[src/rtl/npn_pkg.sv]
// Shared types and the NPN input mapping for the truth-table sweeper.
// perm_t element k holds the source-index select p_k for FUT input k.
package npn_pkg;

    typedef logic [15:0]     tt_t;
    typedef logic [3:0]      minterm_t;
    typedef logic [3:0][1:0] perm_t;

    typedef enum logic [1:0] {
        ST_IDLE   = 2'd0,
        ST_SETTLE = 2'd1,
        ST_DONE   = 2'd2
    } state_t;

    // fut_x[k] = idx[p_k] ^ neg[k]; duplicate selects are allowed.
    function automatic minterm_t apply_npn_in(minterm_t idx, perm_t perm, logic [3:0] neg);
        minterm_t r;
        for (int k = 0; k < 4; k++) begin
            r[k] = idx[perm[k]] ^ neg[k];
        end
        return r;
    endfunction

endpackage

[src/rtl/npn_tt_sweeper_if.sv]
// Host-side control/result bundle of the truth-table sweeper.
// The host drives master; the sweeper implements slave.
interface npn_tt_sweeper_if;
    import npn_pkg::*;

    logic       start;
    logic       abort;
    logic [7:0] cfg_perm;
    logic [3:0] cfg_neg_in;
    logic       cfg_neg_out;
    tt_t        expect_tt;
    logic       busy;
    logic       done;
    tt_t        tt;
    logic       match;
    minterm_t   mism_idx;

    modport master (
        output start, abort, cfg_perm, cfg_neg_in, cfg_neg_out, expect_tt,
        input  busy, done, tt, match, mism_idx
    );

    modport slave (
        input  start, abort, cfg_perm, cfg_neg_in, cfg_neg_out, expect_tt,
        output busy, done, tt, match, mism_idx
    );

endinterface

[src/rtl/npn_tt_compare.sv]
// Combinational truth-table check: equality plus the lowest mismatching minterm.
module npn_tt_compare
    import npn_pkg::*;
(
    input  tt_t      tt,
    input  tt_t      expect_tt,
    output logic     match,
    output minterm_t mism_idx
);
    tt_t diff;
    tt_t first_diff;

    assign diff  = tt ^ expect_tt;
    assign match = ~|diff;

    // One-hot isolate the lowest set bit of diff.
    generate
        for (genvar gi = 0; gi < 16; gi++) begin : g_first
            if (gi == 0) begin : g_lsb
                assign first_diff[gi] = diff[gi];
            end else begin : g_upper
                assign first_diff[gi] = diff[gi] & ~|diff[gi-1:0];
            end
        end
    endgenerate

    always_comb begin
        mism_idx = '0;
        for (int i = 0; i < 16; i++) begin
            if (first_diff[i]) begin
                mism_idx = mism_idx | 4'(i);
            end
        end
    end

endmodule

[src/rtl/npn_tt_sweeper.sv]
// Walks the 16 minterms through an NPN transform into the FUT, samples fut_y after
// SETTLE_CYCLES per minterm, and reports the captured truth table against an expected one.
module npn_tt_sweeper
    import npn_pkg::*;
#(
    parameter int SETTLE_CYCLES = 1
) (
    input  logic             clk,
    input  logic             rst_n,
    npn_tt_sweeper_if.slave  host,
    output minterm_t         fut_x,
    input  logic             fut_y
);
    localparam logic [3:0] CNT_RELOAD = 4'(SETTLE_CYCLES - 1);

    state_t      state_reg,   state_next;
    minterm_t    idx_reg,     idx_next;
    logic [3:0]  cnt_reg,     cnt_next;
    perm_t       perm_reg,    perm_next;
    logic [3:0]  neg_in_reg,  neg_in_next;
    logic        neg_out_reg, neg_out_next;
    tt_t         expect_reg,  expect_next;
    logic [14:0] shadow_reg,  shadow_next;
    minterm_t    fut_x_reg,   fut_x_next;
    tt_t         tt_reg,      tt_next;
    logic        match_reg,   match_next;
    minterm_t    mism_reg,    mism_next;

    logic        sample_bit;
    tt_t         final_tt;
    logic        cmp_match;
    minterm_t    cmp_mism;

    // Minterm 15 is never stored in the shadow; it joins the table straight from fut_y.
    assign sample_bit = fut_y ^ neg_out_reg;
    assign final_tt   = {sample_bit, shadow_reg};

    npn_tt_compare u_compare (
        .tt        (final_tt),
        .expect_tt (expect_reg),
        .match     (cmp_match),
        .mism_idx  (cmp_mism)
    );

    always_ff @(posedge clk or negedge rst_n) begin
        if (!rst_n) begin
            state_reg   <= ST_IDLE;
            idx_reg     <= '0;
            cnt_reg     <= '0;
            perm_reg    <= '0;
            neg_in_reg  <= '0;
            neg_out_reg <= 1'b0;
            expect_reg  <= '0;
            shadow_reg  <= '0;
            fut_x_reg   <= '0;
            tt_reg      <= '0;
            match_reg   <= 1'b0;
            mism_reg    <= '0;
        end else begin
            state_reg   <= state_next;
            idx_reg     <= idx_next;
            cnt_reg     <= cnt_next;
            perm_reg    <= perm_next;
            neg_in_reg  <= neg_in_next;
            neg_out_reg <= neg_out_next;
            expect_reg  <= expect_next;
            shadow_reg  <= shadow_next;
            fut_x_reg   <= fut_x_next;
            tt_reg      <= tt_next;
            match_reg   <= match_next;
            mism_reg    <= mism_next;
        end
    end

    always_comb begin
        state_next   = state_reg;
        idx_next     = idx_reg;
        cnt_next     = cnt_reg;
        perm_next    = perm_reg;
        neg_in_next  = neg_in_reg;
        neg_out_next = neg_out_reg;
        expect_next  = expect_reg;
        shadow_next  = shadow_reg;
        fut_x_next   = fut_x_reg;
        tt_next      = tt_reg;
        match_next   = match_reg;
        mism_next    = mism_reg;

        case (state_reg)
            ST_IDLE: begin
                if (host.start && !host.abort) begin
                    perm_next    = host.cfg_perm;
                    neg_in_next  = host.cfg_neg_in;
                    neg_out_next = host.cfg_neg_out;
                    expect_next  = host.expect_tt;
                    idx_next     = '0;
                    cnt_next     = CNT_RELOAD;
                    fut_x_next   = apply_npn_in('0, host.cfg_perm, host.cfg_neg_in);
                    state_next   = ST_SETTLE;
                end
            end
            ST_SETTLE: begin
                // Abort has priority, including over the final sample.
                if (host.abort) begin
                    fut_x_next = '0;
                    state_next = ST_IDLE;
                end else if (cnt_reg != 4'd0) begin
                    cnt_next = cnt_reg - 4'd1;
                end else if (idx_reg != 4'd15) begin
                    shadow_next[idx_reg] = sample_bit;
                    idx_next             = idx_reg + 4'd1;
                    fut_x_next           = apply_npn_in(idx_reg + 4'd1, perm_reg, neg_in_reg);
                    cnt_next             = CNT_RELOAD;
                end else begin
                    tt_next    = final_tt;
                    match_next = cmp_match;
                    mism_next  = cmp_mism;
                    state_next = ST_DONE;
                end
            end
            ST_DONE: begin
                fut_x_next = '0;
                state_next = ST_IDLE;
            end
            default: begin
                fut_x_next = '0;
                state_next = ST_IDLE;
            end
        endcase
    end

    assign fut_x         = fut_x_reg;
    assign host.busy     = (state_reg != ST_IDLE);
    assign host.done     = (state_reg == ST_DONE);
    assign host.tt       = tt_reg;
    assign host.match    = match_reg;
    assign host.mism_idx = mism_reg;

endmodule

[src/flat_wrapper.sv]
// flat-port wrapper written by rule: the top's interface ports become plain ports
module npn_tt_sweeper_flat import npn_pkg::*;
#(
    parameter int SETTLE_CYCLES = 1
)
  (clk, rst_n, fut_x, fut_y, host_start, host_abort, host_cfg_perm, host_cfg_neg_in, host_cfg_neg_out, host_expect_tt, host_busy, host_done, host_tt, host_match, host_mism_idx);
  npn_tt_sweeper_if host_i ();
  input  logic clk;
  input  logic rst_n;
  output minterm_t fut_x;
  input  logic fut_y;
  input wire logic [$bits(host_i.start)-1:0] host_start;
  input wire logic [$bits(host_i.abort)-1:0] host_abort;
  input wire logic [$bits(host_i.cfg_perm)-1:0] host_cfg_perm;
  input wire logic [$bits(host_i.cfg_neg_in)-1:0] host_cfg_neg_in;
  input wire logic [$bits(host_i.cfg_neg_out)-1:0] host_cfg_neg_out;
  input wire logic [$bits(host_i.expect_tt)-1:0] host_expect_tt;
  output wire logic [$bits(host_i.busy)-1:0] host_busy;
  output wire logic [$bits(host_i.done)-1:0] host_done;
  output wire logic [$bits(host_i.tt)-1:0] host_tt;
  output wire logic [$bits(host_i.match)-1:0] host_match;
  output wire logic [$bits(host_i.mism_idx)-1:0] host_mism_idx;
  assign host_i.start = host_start;
  assign host_i.abort = host_abort;
  assign host_i.cfg_perm = host_cfg_perm;
  assign host_i.cfg_neg_in = host_cfg_neg_in;
  assign host_i.cfg_neg_out = host_cfg_neg_out;
  assign host_i.expect_tt = host_expect_tt;
  assign host_busy = host_i.busy;
  assign host_done = host_i.done;
  assign host_tt = host_i.tt;
  assign host_match = host_i.match;
  assign host_mism_idx = host_i.mism_idx;
  npn_tt_sweeper #(.SETTLE_CYCLES(SETTLE_CYCLES)) u_core (.clk(clk), .rst_n(rst_n), .host(host_i), .fut_x(fut_x), .fut_y(fut_y));
endmodule
[config.mk]
export PLATFORM = sky130hd
export DESIGN_NAME = npn_tt_sweeper_flat
export DESIGN_NICKNAME = d
export VERILOG_FILES = /design/src/rtl/npn_pkg.sv /design/src/rtl/npn_tt_sweeper_if.sv /design/src/rtl/npn_tt_compare.sv /design/src/rtl/npn_tt_sweeper.sv /design/src/flat_wrapper.sv
export SDC_FILE = /design/constraint.sdc
export NUM_CORES = 1
export LEC_CHECK = 0
export ABC_AREA = 1
export BUFFER_PORTS_ARGS = -buffer_cell sky130_fd_sc_hd__buf_2
export CAP_MARGIN = 20
export CORE_ASPECT_RATIO = 1.25
export CORE_MARGIN = 1
export CORE_UTILIZATION = 30
export CTS_BUF_LIST = sky130_fd_sc_hd__clkbuf_4
export CTS_CLUSTER_DIAMETER = 150
export DETAILED_ROUTE_END_ITERATION = 12
export PLACE_DENSITY_LB_ADDON = 0.12
export SYNTH_ARGS = -nofsm -noshare
export SYNTH_HDL_FRONTEND = slang
export SYNTH_SLANG_ARGS = --single-unit
[constraint.sdc]
create_clock -name clk -period 2.2 [get_ports clk]
set_input_delay 0.33 -clock clk [delete_from_list [all_inputs] [get_ports clk]]
set_output_delay 0.33 -clock clk [all_outputs]
set_load 0.01 [all_outputs]
Word level (Yosys, flattened, before mapping)
Cells that the tools add are included.
- flip-flop bits (word level): 79
- output and inout bits: 27
- equal/unequal tests: 11
- add/subtract/negate cells: 2
- reductions and logical operators: 45
- bitwise logic cells: 28
- mux-type cells: 53
- magnitude comparators: 10
- operator list (cell ; count):
    4-bit two-way mux ; 19
    2-bit by 3-bit less-than comparator with 1-bit output, second input constant ; 8
    4-bit case mux with 2 select lines ; 3
    1-bit logical NOT ; 17
    1-bit binary-select mux with 2-bit select ; 8
    16-bit OR reduction ; 1
    16-bit bitwise XOR ; 1
    1-bit bitwise AND ; 15
    15-bit bitwise mux ; 1
    15-bit OR reduction ; 1
    14-bit OR reduction ; 1
    13-bit OR reduction ; 1
    2-bit two-way mux ; 6
    3-bit two-way mux ; 4
    4-bit AND reduction ; 3
    12-bit OR reduction ; 1
    11-bit OR reduction ; 1
    1-bit two-way mux ; 10
    10-bit OR reduction ; 1
    9-bit OR reduction ; 1
    1-bit bitwise XOR ; 9
    8-bit OR reduction ; 1
    7-bit OR reduction ; 1
    3-bit inequality test, second input constant ; 2
    26 further kinds ; 33

Longest topological paths before layout
Gate-level depths: netlist of the first run.
- word-level depth: 19
- mapped depth: 13
- gate-level depth less buffers: 13

By module
Synthesis of the first run repeated with hierarchy kept, for this count alone.
- cell total of the unflattened synthesis: 575
- area, all modules: 4160.2 µm²
- by module, submodules not included (module ; sequential area each (µm²) ; area each (µm²) ; cells each ; instances):
    npn_tt_sweeper ; 1976.9 ; 3512.1 ; 422 ; 1
    npn_tt_compare ; 0.0 ; 648.1 ; 153 ; 1

Least setup slack after synthesis of the first run
No wires, ideal clock.
- kind: flip-flop to flip-flop
- start point: reg u_core.cnt_reg[0]
- end point: reg u_core.shadow_reg[4]
- slack: 599 ps
- data arrival time: 1480 ps
- setup time: 121 ps
- cell stages (with the launch flop): 12
- period minus slack after synthesis: 1601 ps
- cell sequence: dfrtp_1 -> inv_1 -> ha_1 -> nand3_1 -> nor2_4 -> inv_2 -> nor2_4 -> inv_4 -> nor2_8 -> nand2_1 -> nor2_1 -> a21oi_1
- longest elaborated chain between the ends: 3
- RTL lines (what ; line ; text):
    start: declaration ; npn_tt_sweeper.sv:18 ; logic [3:0] cnt_reg, cnt_next;
    start signal: assignment ; npn_tt_sweeper.sv:62 ; cnt_reg <= cnt_next;
    4-bit nonzero test ; npn_tt_sweeper.sv:107 ; end else if (cnt_reg != 4'd0) begin
    1-bit NOT (no line) ; -- ;
    4-bit AND reduction (no line) ; -- ;
    end signal: assignment ; npn_tt_sweeper.sv:67 ; shadow_reg <= shadow_next;
    end: declaration ; npn_tt_sweeper.sv:23 ; logic [14:0] shadow_reg, shadow_next;
No other way between the ends.
A chain may end at the register's enable or synchronous reset.

Final worst setup path of the first run
- start point: reg u_core.idx_reg[0]
- end point: reg u_core.tt_reg[8], in the netlist u_core.host.tt[8]
- longest elaborated chain between the ends: 3
- RTL lines (what ; line ; text):
    start: declaration ; npn_tt_sweeper.sv:17 ; minterm_t idx_reg, idx_next;
    start signal: assignment ; npn_tt_sweeper.sv:61 ; idx_reg <= idx_next;
    4-bit inequality test ; npn_tt_sweeper.sv:109 ; end else if (idx_reg != 4'd15) begin
    1-bit NOT (no line) ; -- ;
    4-bit AND reduction (no line) ; -- ;
    end signal: assignment ; npn_tt_sweeper.sv:69 ; tt_reg <= tt_next;
    end: declaration ; npn_tt_sweeper.sv:25 ; tt_t tt_reg, tt_next;
No other way between the ends.

==> reports/results.tsv, run 1 <==
stage	metric	value	unit
logic_synthesis	fraction of registers with async set/reset	1.00	
layout	Area Overhead vs Synth	16.4	%
sta	post-layout min period	1.90	ns
routing	post-route ant nets	0	
logic_synthesis	cell area after synthesis	0.00402	mm²
routing	wire per inst	12.2	µm
logic_synthesis	count leader, synth	nand2_1	
worst_setup_path	Critical Path Source Type	register	
routing	First DRT Iteration DRCs	115	
logic_synthesis	net count after synthesis	561	
logic_synthesis	EDFF count, synth	0	
clock_network	CTS Sinks	79	
power_and_ir_drop	pwr/cell area	807	mW/mm²
power_and_ir_drop	Sw Ratio	0.362	
logic_synthesis	mean post-synth cell area	7.72	µm²
floorplan	Starting Density	0.312	
sta	clock skew	0.0193	ns
logic_synthesis	share of the synthesized area in the top cell type	0.492	
sta	Max Slew Vio Count	0	
logic_synthesis	YS warnings	0	
logic_synthesis	Post-synth top cells	191 x nand2_1, 79 x dfrtp_1, 59 x inv_1	
power_and_ir_drop	P_sw	0.00137	W
logic_synthesis	Synth Instances	521	
worst_setup_path	R2R setup slack	0.30	ns
run	max-cap viol count	0	
sta	TNS Setup	0	ns
clock_network	CTS Buf Count	9	
global_route	Total GRT Usage	0.144	
power_and_ir_drop	Clock Power Share	0.234	
sta	Max Fclk	0.527	GHz
clock_network	Post CTS Setup Buffer Count	0	
worst_setup_path	Critical Path Sink Type	register	
global_route	GR Overflow Total	0	
routing	drt total wl	9.32	mm
logic_synthesis	leading area contributor after synthesis	dfrtp_1	
worst_setup_path	crit path kind	reg2reg	
power_and_ir_drop	worst vdd ir	0.000293	V
floorplan	Die Y	131	µm
layout	# diodes	0	
sta	final hold slack	0.0559	ns
layout	share of cells above drive strength 1	0.184	
logic_synthesis	Unique masters post-synth	34	
placed_design	GPL Wtd Cong	0.790	
global_route	global-route wire length before repair	15.6	mm
floorplan	Die W	106	µm
sta	period utilization	0.863	
outcome	outcome	completed	
logic_synthesis	#FFs+latches synth	79	
routing	1st-pass router iterations	4	
worst_setup_path	CP Capture Point	u_core.host.tt[8]	
worst_setup_path	Worst Reg-to-Reg Cells	9	
power_and_ir_drop	Internal	0.00241	W
global_route	antenna violations before repair	0	
clock_network	CTS tree	built	
placed_design	post-detailed-placement half-perimeter wirelength	6.97	mm
sta	Slew @ Worst Pin	0.532	ns
routing	DRC	0	
clock_network	Worst-Skew Late Latency	0.47	ns
clock_network	clk root buf	clkbuf_4	
placed_design	I/O Buffers	60	
worst_setup_path	CP startpoint	u_core.idx_reg[0]	
routing	vias post-DR	3360	
global_route	vias in the first global route	3238	
clock_network	CTS H-tree lvls	3	
worst_setup_path	CP arrival	2.23	ns
logic_synthesis	top cells by area, synth	dfrtp_1 49%, nand2_1 18%, o21ai_0 6.3%	
layout	nets	628	
floorplan	FP Rows	46	
floorplan	Core Region	0.0129	mm²
sta	RSZ-0062 raised after global routing	no	
routing	vias per cell	4.42	
worst_setup_path	worst reg2reg path endpoint	u_core.host.tt[8]	
sta	Final Hold Fails	0	
worst_setup_path	CP required	2.54	ns
power_and_ir_drop	combinational power share	0.282	
global_route	pin count of the biggest net entering global routing	42	
sta	slew margin rel.	0.646	
power_and_ir_drop	LEAKAGE	2.46	nW
logic_synthesis	Primary FF master, synth	dfrtp_1	
clock_network	Bufs on Longest Clock Path	2	
floorplan	number of I/O pins	61	
worst_setup_path	largest fanout on the critical path	31	
logic_synthesis	sequential fraction of the synthesis area	0.492	
clock_network	clock transition at the registers of the reported paths	0.14	ns
floorplan	Die Footprint	0.0139	mm²
sta	Setup violations, final	0	
worst_setup_path	Critical R2R Launch	u_core.idx_reg[0]	
power_and_ir_drop	Flop pwr share	0.484	
hold_path	HP Class	in2reg	
## what timing repair did
action	4_1_cts	5_1_grt
endpoints found under the hold margin	38	0
setup endpoints to repair	0	0
resized for setup	0	0
hold buffers	1	0
## cell usage in the layout, fill, tap and decap left out, types with 2 or more instances in the layout
cell,instances
a21oi_1,17
a31oi_1,5
buf_2,59
buf_4,6
clkbuf_4,11
clkinv_1,2
clkinv_2,3
dfrtp_1,79
ha_1,6
inv_1,59
inv_2,8
nand2_1,191
nand2_2,4
nand3_1,24
nand4_1,3
nor2_1,29
nor2_4,6
nor2_8,2
nor3_1,2
o21ai_0,51
o21ai_1,4
o22ai_1,2
xnor2_1,2
xor2_1,4
## power by group through the flow
stage          clock network, W  registers, W  logic, W
2_1_floorplan                 0       0.00184  0.000761
3_3_place_gp                  0       0.00186   0.00107
3_5_place_dp                  0       0.00186   0.00108
4_1_cts                0.000921       0.00183   0.00109
5_1_grt                0.000984       0.00186   0.00124
6_report               0.000882       0.00183   0.00107
## cell families (layout without fill, tap and decap cells)
logic type | after synthesis | in the layout | share of synthesized area
simple gates | 268 | 268 | 0.290
compound gates | 81 | 81 | 0.105
buf+inv | 81 | 153 | 0.0822
flops | 79 | 79 | 0.492
fa+ha+maj | 6 | 6 | 0.0187
xor+xnor | 6 | 6 | 0.0131
## metrics by stage
| stage | setup WS [ns] | utilization | std cells | total power [W] | instance area [µm²] |
|---|---|---|---|---|---|
| floorplan | 0.599 | - | 521 | 0.00260 | 4020 |
| CTS | 0.281 | 0.363 | 761 | 0.00384 | 4680 |
| finish | 0.302 | 0.363 | 761 | 0.00378 | 4680 |
| global route | 0.0874 | 0.363 | 761 | 0.00409 | 4680 |
| global placement | 0.376 | 0.352 | 744 | 0.00293 | 4540 |
| detailed placement | 0.309 | 0.352 | 744 | 0.00294 | 4540 |
## critical path: stages (launching register included)
cell      delay [ns]
dfrtp_1         0.49
ha_1            0.34
nand2_4         0.09
clkinv_4        0.06
nand3_2         0.09
nor2_4          0.23
inv_1           0.06
buf_4           0.23
nand2_1         0.08
o21ai_0         0.08
## how the worst min path moves through the flow
stage	from	endpoint	slack (ns)	depth (start not counted)
after detailed placement	rst_n	u_core.expect_reg[5]	0.35	1
after CTS	host_cfg_perm[0]	u_core.perm_reg[0]	0.02	3
after global routing	host_cfg_neg_out	u_core.neg_out_reg	0.03	3
after global placement	rst_n	u_core.expect_reg[5]	0.35	1
after floorplan	rst_n	u_core.cnt_reg[0]	0.03	0
final	host_cfg_perm[0]	u_core.perm_reg[0]	0.06	3
## cell type report
type,count,area (µm²)
fill,1379,8210
inverter,70,270
timing repair buffer,67,370
tap,168,210
clock inverter,5,48.8
multi-input combinational,361,1720
sequential,79,1980
clock buffer,11,82.6
## routing by layer
layer	global-route usage	wire, µm	part of all wire
met1	0.176	4370	0.47
met5	0	0	0
met2	0.237	4340	0.47
met3	0.0362	411	0.044
met4	0.0664	195	0.021
Power figures use the tool's default switching activity.
==> run 2, diff against run 1 <==
- REMOVE_ABC_BUFFERS: default -> 1
==> run 2 against run 1 <==
Against the previous run:
- clock-buffer cell count is 2 lower
- register-to-register slack about the same
- largest cell class unchanged
- final cell count unchanged
- wire length increased by 2.0%
- utilization about the same
- total power down 1.1%
==> reports/results.tsv, run 2 (synthesis results as in run 1) <==
stage	metric	value	unit
hold_path	Hold Path Cell Cnt	3	
worst_setup_path	Critical Path Source Type	register	
floorplan	Die Y	131	µm
placed_design	dpl cells	746	
hold_path	HP Class	in2reg	
sta	period utilization	0.864	
clock_network	CTS tree	built	
routing	1st-pass router iterations	4	
floorplan	Core Region	0.0129	mm²
floorplan	FP Rows	46	
worst_setup_path	worst reg2reg path endpoint	u_core.host.tt[11]	
floorplan	number of I/O pins	61	
clock_network	CTS Buf Count	9	
global_route	antenna violations before repair	0	
sta	final critical-path setup slack	0.299	ns
worst_setup_path	CP required	2.51	ns
sta	Final Hold Fails	0	
layout	# diodes	0	
layout	multi-input combinational cell area	0.00172	mm²
worst_setup_path	Critical Path Sink Type	register	
hold_path	Hold Crit Start	host_expect_tt[14]	
layout	leading cell type in the layout, fill and taps excluded	nand2_1	
worst_setup_path	R2R setup slack	0.30	ns
power_and_ir_drop	LEAKAGE	2.46	nW
worst_setup_path	Slowest Stage Delay on Critical Path	0.48	ns
placed_design	pre-CTS WS	0.306	ns
placed_design	post-detailed-placement half-perimeter wirelength	7.24	mm
sta	Max Slew Vio Count	0	
outcome	outcome	completed	
clock_network	CTS H-tree lvls	3	
sta	Max Fclk	0.526	GHz
clock_network	Post CTS Setup Buffer Count	0	
power_and_ir_drop	pwr/cell area	798	mW/mm²
layout	Register Area	0.00198	mm²
run	max-cap viol count	0	
layout	fill count	1419	
floorplan	Starting Density	0.312	
clock_network	post-cts sizing count	0	
routing	vias post-DR	3401	
sta	slew margin rel.	0.641	
power_and_ir_drop	worst vdd ir	0.000340	V
routing	drt total wl	9.50	mm
layout	most frequent cells in the layout	191 x nand2_1, 79 x dfrtp_1, 59 x inv_1, 59 x buf_2, 51 x o21ai_0	
clock_network	clk root buf	clkbuf_4	
clock_network	Bufs on Longest Clock Path	2	
layout	Area Overhead vs Synth	16.4	%
routing	post-route ant nets	0	
worst_setup_path	CP arrival	2.22	ns
global_route	global-route wire length before repair	16.5	mm
floorplan	Die W	106	µm
sta	Setup violations, final	0	
worst_setup_path	Worst Reg-to-Reg Cells	9	
sta	RSZ-0062 raised after global routing	no	
floorplan	Die Footprint	0.0139	mm²
routing	vias per cell	4.47	
global_route	GR Overflow Total	0	
worst_setup_path	crit path kind	reg2reg	
layout	post-route insts no fill	761	
worst_setup_path	crit-path cells	ha_1 > nand2_4 > clkinv_4 > nand3_2 > nor2_4 > inv_1 > buf_12 > nand2_1 > o21ai_0	
global_route	vias in the first global route	3425	
worst_setup_path	Critical R2R Launch	u_core.idx_reg[0]	
layout	nets	630	
routing	First DRT Iteration DRCs	106	
clock_network	Worst-Skew Late Latency	0.43	ns
clock_network	clock transition at the registers of the reported paths	0.13	ns
placed_design	GPL Wtd Cong	0.766	
global_route	Total GRT Usage	0.151	
sta	Slew @ Worst Pin	0.539	ns
sta	clock skew	0.0166	ns
sta	final hold slack	0.0805	ns
layout	Final Util	0.363	
clock_network	CTS Sinks	79	
global_route	pin count of the biggest net entering global routing	38	
placed_design	I/O Buffers	60	
hold_path	Worst Hold End	u_core.expect_reg[14]	
worst_setup_path	largest fanout on the critical path	31	
worst_setup_path	Slowest cell on crit path	dfrtp_1	
routing	DRC	0	
sta	post-layout min period	1.90	ns
sta	TNS Setup	0	ns
layout	share of cells above drive strength 1	0.184	
routing	wire per inst	12.5	µm
## run 2: cell count changes in the layout (fill, tap and decap cells not counted), sizes merged
| cell | previous run | this run |
|---|---|---|
| buf | 66 | 68 |
| clkbuf | 11 | 9 |
| clkinv | 6 | 5 |
| clkinvlp | 0 | 1 |
## run 2: repair_timing
action	4_1_cts	5_1_grt
hold buffers	1	0
setup endpoints to repair	0	0
hold endpoints to repair	34	0
## run 2: layout make-up
class                      count  area share
inverter                      70      0.0577
timing repair buffer          69      0.0823
multi-input combinational    361       0.367
clock inverter                 5      0.0110
clock buffer                   9      0.0144
tap                          168      0.0449
sequential                    79       0.422
## run 2: worst max-delay path, delay by kind of cell (launching register included)
| kind | cells | cell delay (ns) |
|---|---|---|
| AND/OR/NAND/NOR | 4 | 0.49 |
| buffers and inverters | 3 | 0.35 |
| adder cells (fa/ha/maj) | 1 | 0.37 |
| AO/OA/AOI/OAI | 1 | 0.08 |
| flip-flops | 1 | 0.48 |
## run 2: report_power, final
part,switching (W),internal (W),leakage [nW]
combinational,0.000696,0.000376,1.42
clock,0.000503,0.000327,0.0651
sequential,0.000161,0.00167,0.974
total,0.00136,0.00237,2.46
## run 2: per-layer routing
metal  up-vias  share of wire  global-route usage
met4         0          0.024              0.0694
met3        17          0.032              0.0213
met5         -              0                   0
met1      1549           0.46               0.190
met2        65           0.48               0.253
li1       1770              -                   -
## run 2: how the worst max path moves through the flow
stage          depth (start not counted)                 from            endpoint  slack, ns
6_report                               9    u_core.idx_reg[0]  u_core.host.tt[11]       0.30
5_1_grt                               10    u_core.cnt_reg[0]   u_core.host.match       0.10
4_1_cts                                9    u_core.idx_reg[0]   u_core.host.match       0.29
3_5_place_dp                           9    u_core.idx_reg[0]  u_core.host.tt[15]       0.31
3_3_place_gp                          10    u_core.cnt_reg[0]  u_core.host.tt[15]       0.40
2_1_floorplan                          6  u_core.state_reg[1]  u_core.neg_out_reg      -0.45
## run 2: per-stage QoR
stage | area, µm² | power [W]
after floorplan | 3960 | 0.00259
after global placement | 4550 | 0.00293
after detailed placement | 4550 | 0.00295
after CTS | 4680 | 0.00380
after global routing | 4680 | 0.00406
final | 4680 | 0.00374
==> run 3, diff against run 2 <==
- CELL_PAD_IN_SITES_DETAIL_PLACEMENT: default -> 0
- CELL_PAD_IN_SITES_GLOBAL_PLACEMENT: default -> 1
- CTS_BUF_LIST: sky130_fd_sc_hd__clkbuf_4 -> default
==> run 3 against run 2 <==
Against the previous run:
- combinational power hardly changed
- critical endpoint is now u_core.shadow_reg[10]
- worst setup slack better by 0.0085 ns
- largest power group unchanged
- non-clock buffer count is 1 lower
- sequential cell count stayed put
- highest routed layer unchanged
- largest cell class unchanged
==> reports/results.tsv, run 3 (synthesis results as in run 1) <==
stage	metric	value	unit
routing	post-route ant nets	0	
floorplan	Die Y	131	µm
sta	final critical-path setup slack	0.308	ns
placed_design	post-place instance area	0.00454	mm²
worst_setup_path	crit-path cells	inv_1 > ha_1 > nand3_1 > nor2_4 > inv_2 > nor2_4 > inv_4 > nor2_8 > nand2_1 > nor2_1 > a21oi_1	
sta	Final Hold Fails	0	
outcome	outcome	completed	
layout	post-route design area	0.00485	mm²
global_route	GR Overflow Total	0	
power_and_ir_drop	Flop pwr share	0.418	
power_and_ir_drop	Internal	0.00296	W
global_route	pin count of the biggest net entering global routing	32	
routing	wire per inst	12.8	µm
worst_setup_path	CP dominant cell by count	nor2_4	
floorplan	Starting Density	0.312	
sta	slew margin rel.	0.710	
clock_network	clk root buf	clkbuf_16	
sta	clock skew	0.00361	ns
power_and_ir_drop	P_sw	0.00144	W
run	max-cap viol count	0	
global_route	vias in the first global route	3455	
worst_setup_path	Critical Path Sink Type	register	
worst_setup_path	Slowest cell on crit path	dfrtp_1	
sta	post-layout min period	1.89	ns
clock_network	CTS tree	built	
placed_design	pre-CTS WS	0.283	ns
worst_setup_path	Crit path max-delay family	simple AND/OR/NAND/NOR gates	
placed_design	I/O Buffers	60	
routing	vias post-DR	3339	
placed_design	post-detailed-placement half-perimeter wirelength	7.45	mm
worst_setup_path	Critical Path Source Type	register	
sta	Max Slew Vio Count	0	
clock_network	Worst-Skew Late Latency	0.33	ns
power_and_ir_drop	pwr/cell area	908	mW/mm²
clock_network	Bufs on Longest Clock Path	2	
routing	1st-pass router iterations	4	
clock_network	CTS H-tree lvls	3	
layout	# diodes	0	
clock_network	Post CTS Setup Buffer Count	0	
sta	final hold slack	0.191	ns
clock_network	CTS Buf Count	9	
hold_path	HP Class	in2reg	
worst_setup_path	Slowest Stage Delay on Critical Path	0.39	ns
sta	Setup violations, final	0	
worst_setup_path	CP arrival	2.11	ns
floorplan	Die Footprint	0.0139	mm²
placed_design	GPL Wtd Cong	0.790	
routing	vias per cell	4.38	
power_and_ir_drop	Clock Power Share	0.339	
sta	period utilization	0.860	
global_route	antenna violations before repair	0	
sta	Slew @ Worst Pin	0.435	ns
layout	nets	629	
floorplan	Die W	106	µm
floorplan	number of I/O pins	61	
global_route	global-route wire length before repair	16.7	mm
routing	drt total wl	9.78	mm
worst_setup_path	Worst Path Buf+Inv	3	
clock_network	clock transition at the registers of the reported paths	0.06	ns
layout	most frequent cells in the layout	191 x nand2_1, 79 x dfrtp_1, 59 x inv_1, 59 x buf_2, 51 x o21ai_0	
layout	share of cells above drive strength 1	0.184	
worst_setup_path	CP required	2.42	ns
routing	DRC	0	
layout	Area Overhead vs Synth	20.5	%
layout	Register Area	0.00198	mm²
worst_setup_path	largest fanout on the critical path	8	
power_and_ir_drop	Total Power	0.00440	W
power_and_ir_drop	worst vdd ir	0.000430	V
sta	Max Fclk	0.529	GHz
global_route	Total GRT Usage	0.153	
power_and_ir_drop	Sw Ratio	0.328	
power_and_ir_drop	LEAKAGE	2.53	nW
layout	leading cell type in the layout, fill and taps excluded	nand2_1	
floorplan	Core Region	0.0129	mm²
clock_network	CTS Sinks	79	
routing	First DRT Iteration DRCs	111	
sta	RSZ-0062 raised after global routing	no	
worst_setup_path	crit path kind	reg2reg	
layout	fill count	1412	
layout	multi-input combinational cell area	0.00172	mm²
power_and_ir_drop	combinational power share	0.243	
floorplan	FP Rows	46	
==> run 3: cell count changes in the layout (fill, tap and decap cells not counted), sizes merged <==
cell,previous run,this run
clkinvlp,1,0
buf,68,67
clkbuf,9,12
==> run 3: metal layers <==
layer	vias up	global-route usage	routed length, µm
li1	1765	-	-
met1	1518	0.189	4500
met2	47	0.264	4870
met3	9	0.0308	281
met4	0	0.0532	139
met5	-	0	0
==> run 3: power by group through the flow <==
stage	Sequential, W	Combinational [W]	Clock, W
detailed placement	0.00187	0.00109	0
CTS	0.00184	0.00110	0.00154
global placement	0.00187	0.00108	0
floorplan	0.00184	0.000754	0
finish	0.00184	0.00107	0.00149
global route	0.00187	0.00124	0.00159
==> run 3: metrics by stage <==
stage / util / setup TNS [ns] / cells
after floorplan: - / -8.14 / 510
after global placement: 0.352 / 0 / 745
after detailed placement: 0.352 / 0 / 745
after CTS: 0.376 / 0 / 762
after global routing: 0.376 / 0 / 762
final: 0.376 / 0 / 762
==> run 3: cell type report <==
class                           count  area share
Sequential cell                    79       0.408
Tap cell                          168      0.0434
Timing Repair Buffer               68      0.0780
Clock buffer                       12      0.0509
Multi-Input combinational cell    361       0.355
Clock inverter                      4     0.00930
Inverter                           70      0.0558
==> run 3: final timing paths <==
| kind | from | end | slack (ns) | cells after the start |
|---|---|---|---|---|
| max | u_core.cnt_reg[0] | u_core.shadow_reg[10] | 0.31 | 11 |
| min in group asynchronous | rst_n | u_core.host.tt[3] | 0.47 | 2 |
| min reg2reg | u_core.cnt_reg[2] | u_core.cnt_reg[2] | 0.47 | 1 |
| max in group asynchronous | rst_n | u_core.perm_reg[2] | 1.11 | 3 |
| max reg2reg | u_core.cnt_reg[0] | u_core.shadow_reg[10] | 0.31 | 11 |
| min | host_cfg_perm[4] | u_core.perm_reg[4] | 0.19 | 3 |
==> run 3: worst register-to-register path, cell delays in order, from the launching register on <==
cell     delay [ns]
dfrtp_1        0.39
inv_1          0.10
ha_1           0.15
nand3_1        0.15
nor2_4         0.20
inv_2          0.06
nor2_4         0.23
inv_4          0.11
nor2_8         0.13
nand2_1        0.10
nor2_1         0.11
a21oi_1        0.05
==> run 3: repair_timing <==
item,CTS,global route
hold buffers,1,0
endpoints found under the hold margin,27,0
gates resized for setup,0,0
